File: src/rtl/adr_mismatch_logger_if.sv
// Compare-result input stream and report output stream of the mismatch logger.
// The logger takes the slave side; the compare stage/consumer pair takes the master side.
interface adr_mismatch_logger_if #(
  parameter int unsigned DW = 32
);
  logic          in_valid;
  logic          in_mismatch;
  logic [DW-1:0] in_adr_a;
  logic [DW-1:0] in_adr_b;
  logic          rpt_valid;
  logic          rpt_ready;
  logic [DW-1:0] rpt_adr_a;
  logic [DW-1:0] rpt_adr_b;

  modport master (
    output in_valid, in_mismatch, in_adr_a, in_adr_b, rpt_ready,
    input  rpt_valid, rpt_adr_a, rpt_adr_b
  );

  modport slave (
    input  in_valid, in_mismatch, in_adr_a, in_adr_b, rpt_ready,
    output rpt_valid, rpt_adr_a, rpt_adr_b
  );
endinterface

File: src/rtl/adr_mismatch_logger.sv
// Counts address-compare mismatches during test mode, queues mismatching pairs in a
// small FIFO for a valid/ready log consumer, and flags threshold/overflow conditions.
module adr_mismatch_logger #(
  parameter int unsigned DW     = 32,
  parameter int unsigned DEPTH  = 4,
  parameter int unsigned CNT_W  = 16,
  parameter int unsigned THRESH = 8
) (
  input  logic                 clk,
  input  logic                 rst,
  adr_mismatch_logger_if.slave bus,
  input  logic                 test_mode,
  input  logic                 clr,
  output logic                 err_flag,
  output logic                 ovf_flag,
  output logic [CNT_W-1:0]     mis_count,
  output logic [CNT_W-1:0]     drop_count,
  output logic                 armed
);

  localparam int unsigned AW = $clog2(DEPTH);
  localparam logic [CNT_W-1:0] CntMax = '1;
  localparam logic [CNT_W-1:0] TripAt = CNT_W'(THRESH - 1);

  typedef enum logic [1:0] {StDisarmed, StArmed, StTripped} state_e;

  state_e             state_q, state_d;
  logic [AW:0]        wr_ptr_q, rd_ptr_q;
  logic [2*DW-1:0]    mem_q [DEPTH];
  logic [2*DW-1:0]    head;
  logic               err_q, ovf_q;
  logic [CNT_W-1:0]   mis_q, drop_q;
  logic               empty, full, pop, push, drop, evt, trip;

  assign empty = (wr_ptr_q == rd_ptr_q);
  assign full  = (wr_ptr_q[AW] != rd_ptr_q[AW]) && (wr_ptr_q[AW-1:0] == rd_ptr_q[AW-1:0]);
  assign evt   = bus.in_valid & bus.in_mismatch & test_mode & (state_q != StDisarmed);
  assign pop   = ~empty & bus.rpt_ready;
  // A pop frees a slot in the same cycle, so a full FIFO still accepts the new record.
  assign push  = evt & (~full | pop);
  assign drop  = evt & full & ~pop;
  assign trip  = evt && (state_q == StArmed) && (mis_q == TripAt);

  always_comb begin
    state_d = state_q;
    if (clr) begin
      state_d = test_mode ? StArmed : StDisarmed;
    end else begin
      unique case (state_q)
        StDisarmed: if (test_mode) state_d = StArmed;
        StArmed: begin
          if (!test_mode) state_d = StDisarmed;
          else if (trip)  state_d = StTripped;
        end
        StTripped: if (!test_mode) state_d = StDisarmed;
        default: state_d = StDisarmed;
      endcase
    end
  end

  always_ff @(posedge clk or posedge rst) begin
    if (rst) begin
      state_q  <= StDisarmed;
      wr_ptr_q <= '0;
      rd_ptr_q <= '0;
      err_q    <= 1'b0;
      ovf_q    <= 1'b0;
      mis_q    <= '0;
      drop_q   <= '0;
    end else begin
      state_q <= state_d;
      if (clr) begin
        wr_ptr_q <= '0;
        rd_ptr_q <= '0;
        err_q    <= 1'b0;
        ovf_q    <= 1'b0;
        mis_q    <= '0;
        drop_q   <= '0;
      end else begin
        if (push) wr_ptr_q <= wr_ptr_q + (AW+1)'(1);
        if (pop)  rd_ptr_q <= rd_ptr_q + (AW+1)'(1);
        // Sticky: survives test_mode dropping even though the FSM leaves TRIPPED.
        if (trip) err_q <= 1'b1;
        if (drop) ovf_q <= 1'b1;
        if (evt && (mis_q != CntMax))   mis_q  <= mis_q + CNT_W'(1);
        if (drop && (drop_q != CntMax)) drop_q <= drop_q + CNT_W'(1);
      end
    end
  end

  // Storage needs no reset: contents are only visible while the FIFO is non-empty.
  always_ff @(posedge clk) begin
    if (push && !clr) mem_q[wr_ptr_q[AW-1:0]] <= {bus.in_adr_a, bus.in_adr_b};
  end

  assign head          = mem_q[rd_ptr_q[AW-1:0]];
  assign bus.rpt_valid = ~empty;
  assign bus.rpt_adr_a = empty ? '0 : head[2*DW-1:DW];
  assign bus.rpt_adr_b = empty ? '0 : head[DW-1:0];

  assign err_flag   = err_q;
  assign ovf_flag   = ovf_q;
  assign mis_count  = mis_q;
  assign drop_count = drop_q;
  assign armed      = (state_q != StDisarmed);

endmodule
File: src/flat_wrapper.sv
// flat-port wrapper written by rule: the top's interface ports become plain ports
module adr_mismatch_logger_flat 
#(
  parameter int unsigned DW     = 32,
  parameter int unsigned DEPTH  = 4,
  parameter int unsigned CNT_W  = 16,
  parameter int unsigned THRESH = 8
)
  (clk, rst, test_mode, clr, err_flag, ovf_flag, mis_count, drop_count, armed, bus_in_valid, bus_in_mismatch, bus_in_adr_a, bus_in_adr_b, bus_rpt_ready, bus_rpt_valid, bus_rpt_adr_a, bus_rpt_adr_b);
  adr_mismatch_logger_if #(.DW(DW)) bus_i ();
  input  logic clk;
  input  logic rst;
  input  logic test_mode;
  input  logic clr;
  output logic err_flag;
  output logic ovf_flag;
  output logic [CNT_W-1:0] mis_count;
  output logic [CNT_W-1:0] drop_count;
  output logic armed;
  input wire logic [$bits(bus_i.in_valid)-1:0] bus_in_valid;
  input wire logic [$bits(bus_i.in_mismatch)-1:0] bus_in_mismatch;
  input wire logic [$bits(bus_i.in_adr_a)-1:0] bus_in_adr_a;
  input wire logic [$bits(bus_i.in_adr_b)-1:0] bus_in_adr_b;
  input wire logic [$bits(bus_i.rpt_ready)-1:0] bus_rpt_ready;
  output wire logic [$bits(bus_i.rpt_valid)-1:0] bus_rpt_valid;
  output wire logic [$bits(bus_i.rpt_adr_a)-1:0] bus_rpt_adr_a;
  output wire logic [$bits(bus_i.rpt_adr_b)-1:0] bus_rpt_adr_b;
  assign bus_i.in_valid = bus_in_valid;
  assign bus_i.in_mismatch = bus_in_mismatch;
  assign bus_i.in_adr_a = bus_in_adr_a;
  assign bus_i.in_adr_b = bus_in_adr_b;
  assign bus_i.rpt_ready = bus_rpt_ready;
  assign bus_rpt_valid = bus_i.rpt_valid;
  assign bus_rpt_adr_a = bus_i.rpt_adr_a;
  assign bus_rpt_adr_b = bus_i.rpt_adr_b;
  adr_mismatch_logger #(.DW(DW), .DEPTH(DEPTH), .CNT_W(CNT_W), .THRESH(THRESH)) u_core (.clk(clk), .rst(rst), .bus(bus_i), .test_mode(test_mode), .clr(clr), .err_flag(err_flag), .ovf_flag(ovf_flag), .mis_count(mis_count), .drop_count(drop_count), .armed(armed));
endmodule
File: config.mk
export PLATFORM = sky130hd
export DESIGN_NAME = adr_mismatch_logger_flat
export DESIGN_NICKNAME = d
export VERILOG_FILES = /design/src/rtl/adr_mismatch_logger_if.sv /design/src/rtl/adr_mismatch_logger.sv /design/src/flat_wrapper.sv
export SDC_FILE = /design/constraint.sdc
export NUM_CORES = 1
export LEC_CHECK = 0
export CAP_MARGIN = 0
export CORE_ASPECT_RATIO = 1.2
export CORE_UTILIZATION = 35
export DETAILED_ROUTE_END_ITERATION = 8
export MAX_ROUTING_LAYER = met4
export PLACE_DENSITY = 0.57
export SLEW_MARGIN = 20
export SYNTH_ARGS = -nofsm -noshare
export SYNTH_HDL_FRONTEND = slang
export SYNTH_SLANG_ARGS = --single-unit
File: constraint.sdc
create_clock -name clk -period 4.3 [get_ports clk]
set_input_delay 0.86 -clock clk [delete_from_list [all_inputs] [get_ports clk]]
set_output_delay 0.86 -clock clk [all_outputs]
set_load 0.02 [all_outputs]
==> impl_metrics.csv <==
group,metric,value,unit
cts,cts-root-buf,"clkbuf_16",
grt,grt_usage,15.43,%
timing,fin_hold_ws,0.5093,ns
timing,setup_viol,0,
pwr,p_leak,4.962,nW
synth,ys.warnings.count,0,
synth,synthFlopType,"edfxtp_1",
route,viasPerCell,4.910,
route,drc,0,
grt,grt_pass1_vias,6842,
critical_path,worstPathCellList,"buf_4, mux4_2, and2_1, clkdlybuf4s50_1",
cts,cts_setup_buffers,0,
critical_path,worstSetupPathDepth,4,
critical_path,criticalPathCategory,"reg -> out",
grt,grt_pass1_wl,39.70,mm
cts,ctsHoldBuffers,0,
route,drt-pass1-iter-count,4,
timing,slew_headroom,36.74,%
finish,final_layout_size_suffix_gt1_share,16.88,%
placed_design,gp_congestion,0.7940,
critical_path,cp.required,3.44,ns
cts,clk_latency,0.56,ns
cts,clk_pin_slew,0.06,ns
finish,syn2layout_area_growth,28.04,%
timing,tns,0,ns
critical_path,cp-end-kind,"output pin",
synth,synth_cells,650,
pwr,p_total,6.256,mW
route,detail-route-antenna-nets,0,
floorplanning,die_w,170.8,um
timing,worst_pin_slew,0.9479,ns
route,finalWirelength,25.67,mm
critical_path,max_stage_delay,0.70,ns
cts,cts_resized,0,
run,maxCapViolations,0,
pwr,p_per_area,408.5,mW/mm2
floorplanning,die_h,204.5,um
finish,layout_commonest_cell,"edfxtp_1",
timing,hold_violations,0,
timing,layout_min_cycle_time,3.878,ns
route,routedWlPerCell,19.51,um
timing,clock-skew-final,0.007822,ns
timing,slew_violations,0,
placed_design,dp_hpwl,15.55,mm
synth,yosysUniqueCellTypes,42,
finish,final_nets,919,
critical_path,crit_arrival,3.02,ns
synth,syn_nets,728,
floorplanning,io_pins,171,
finish,fin_cells,1316,
placed_design,numPortBuffers,170,
worst_hold_path,holdPathStages,2,
critical_path,critPathSlowestCell,"buf_4",
grt,antenna_found_initial,1,
cts,clockBufferDepth,3,
route,vias,6462,
cts,cts_tree,"done",
finish,final_core_util,45.82,%
timing,rsz0062_at_grt,"no",
critical_path,crit_family,"buffers and inverters",
synth,syn_area_per_cell,18.40,um2
synth,synth-async-reset-ratio,14.09,%
critical_path,critPathLaunchType,"flop",
finish,final_cell_mix,"256 x edfxtp_1, 170 x clkdlybuf4s50_1, 65 x and2_1, 64 x mux4_2, 40 x dfrtp_1",
floorplanning,rows,73,
critical_path,r2r_cells,6,
critical_path,critPathBufInv,2,
grt,grt_remaining_overflow,0,
synth,synth_edf_count,256,
grt,grt_max_degree,53,
critical_path,worstPathMaxFanout,52,
placed_design,place_inst,1258,
floorplanning,die_area,0.03492,mm2
run_status,status,"completed",
floorplanning,coreArea,0.03343,mm2
synth,syn_area,0.01196,mm2
cts,htree_levels,1,
pwr,vdd_drop_max,0.3714,mV
timing,finalCritPeriodShare,90.19,%
floorplanning,start_util,35.78,%
cts,cts_buffers,31,
worst_hold_path,hp-class,"reg -> reg",
cts,cts_sinks,298,
route,drtIter0Drc,433,
timing,timing.fmax,257.9,MHz
synth,ys_seq_area_share,73.05,%
synth,synth_seq_cells,298,
==> Yosys cell counts (10+ instances only) <==
cell type,instances,area [um2]
xnor2_1,14,122.6
dfrtp_1,42,1051
xor2_1,10,87.58
nand4_1,14,87.58
or3_1,10,62.56
clkbuf_1,16,60.06
nor2_1,34,127.6
mux4_2,64,1441
and2_1,69,431.7
nand3_1,13,65.06
edfxtp_1,256,7687
a21oi_1,17,85.08
o21ai_0,10,50.05
==> sequential cells by signal, indices dropped and copies added (netlist names) <==
signal,count
u_core.wr_ptr_q,3
u_core.ovf_flag,1
u_core.state_q,2
u_core.err_flag,1
u_core.mis_count,16
u_core.mem_q,256
u_core.drop_count,16
u_core.rd_ptr_q,3
==> area by class of cell <==
| type | instances | area, um2 |
|---|---|---|
| Clock buffer | 41 | 863.3 |
| Fill cell | 2971 | 18110 |
| Antenna cell | 1 | 2.502 |
| Tap cell | 450 | 563.0 |
| Timing Repair Buffer | 187 | 1879 |
| Clock inverter | 16 | 167.7 |
| Sequential cell | 298 | 8746 |
| Multi-Input combinational cell | 316 | 3068 |
| Inverter | 7 | 26.28 |
==> power by group <==
group          total [mW]  internal, mW  leakage (nW)  switching [mW]
Clock                2.69          1.59         0.500            1.10
Sequential           3.16          3.15          2.88          0.0109
Combinational       0.406         0.208          1.58           0.198
Total                6.26          4.94          4.96            1.31
==> kinds of logic after synthesis <==
kind of cell | Yosys count | synth area share [%]
adder cells (fa/ha/maj) | 7 | 0.7322
buffers and inverters | 36 | 1.381
AO/OA/AOI/OAI | 35 | 1.872
flip-flops | 298 | 73.05
multiplexers | 66 | 12.22
XOR/XNOR | 24 | 1.757
AND/OR/NAND/NOR | 184 | 8.985
==> final timing paths <==
kind | startpoint | to | slack (ns)
max in group asynchronous | rst | u_core.drop_count[13] | 2.65
min in group asynchronous | rst | u_core.mis_count[14] | 0.82
min | u_core.err_flag | u_core.err_flag | 0.51
min reg2reg | u_core.err_flag | u_core.err_flag | 0.51
max reg2reg | u_core.rd_ptr_q[0] | u_core.mem_q[0][51] | 1.50
max | u_core.rd_ptr_q[1] | bus_rpt_adr_b[0] | 0.42
==> worst reg2reg max path, delay by kind of cell, from the launching register on <==
| kind | cells | cell delay (ns) |
|---|---|---|
| XOR/XNOR | 1 | 0.21 |
| buffers and inverters | 2 | 0.68 |
| flip-flops | 1 | 0.64 |
| AND/OR/NAND/NOR | 3 | 0.88 |
==> through the flow <==
| stage | worst slack, ns | cell area (um2) |
|---|---|---|
| 2_1_floorplan | 0.9235 | 11960 |
| 3_3_place_gp | 0.8966 | 14280 |
| 3_5_place_dp | 0.8972 | 14280 |
| 4_1_cts | 0.3339 | 15310 |
| 5_1_grt | 0.2514 | 15320 |
| 6_report | 0.4219 | 15320 |
==> layer usage <==
metal	part of all wire [%]	global-route usage, %	vias to the layer above
li1	-	-	2950
met5	0	-	-
met2	49	25.17	168
met4	1.6	3.411	0
met1	43	19.14	3310
met3	6.9	4.192	34
(Power assumes the default switching activity.)
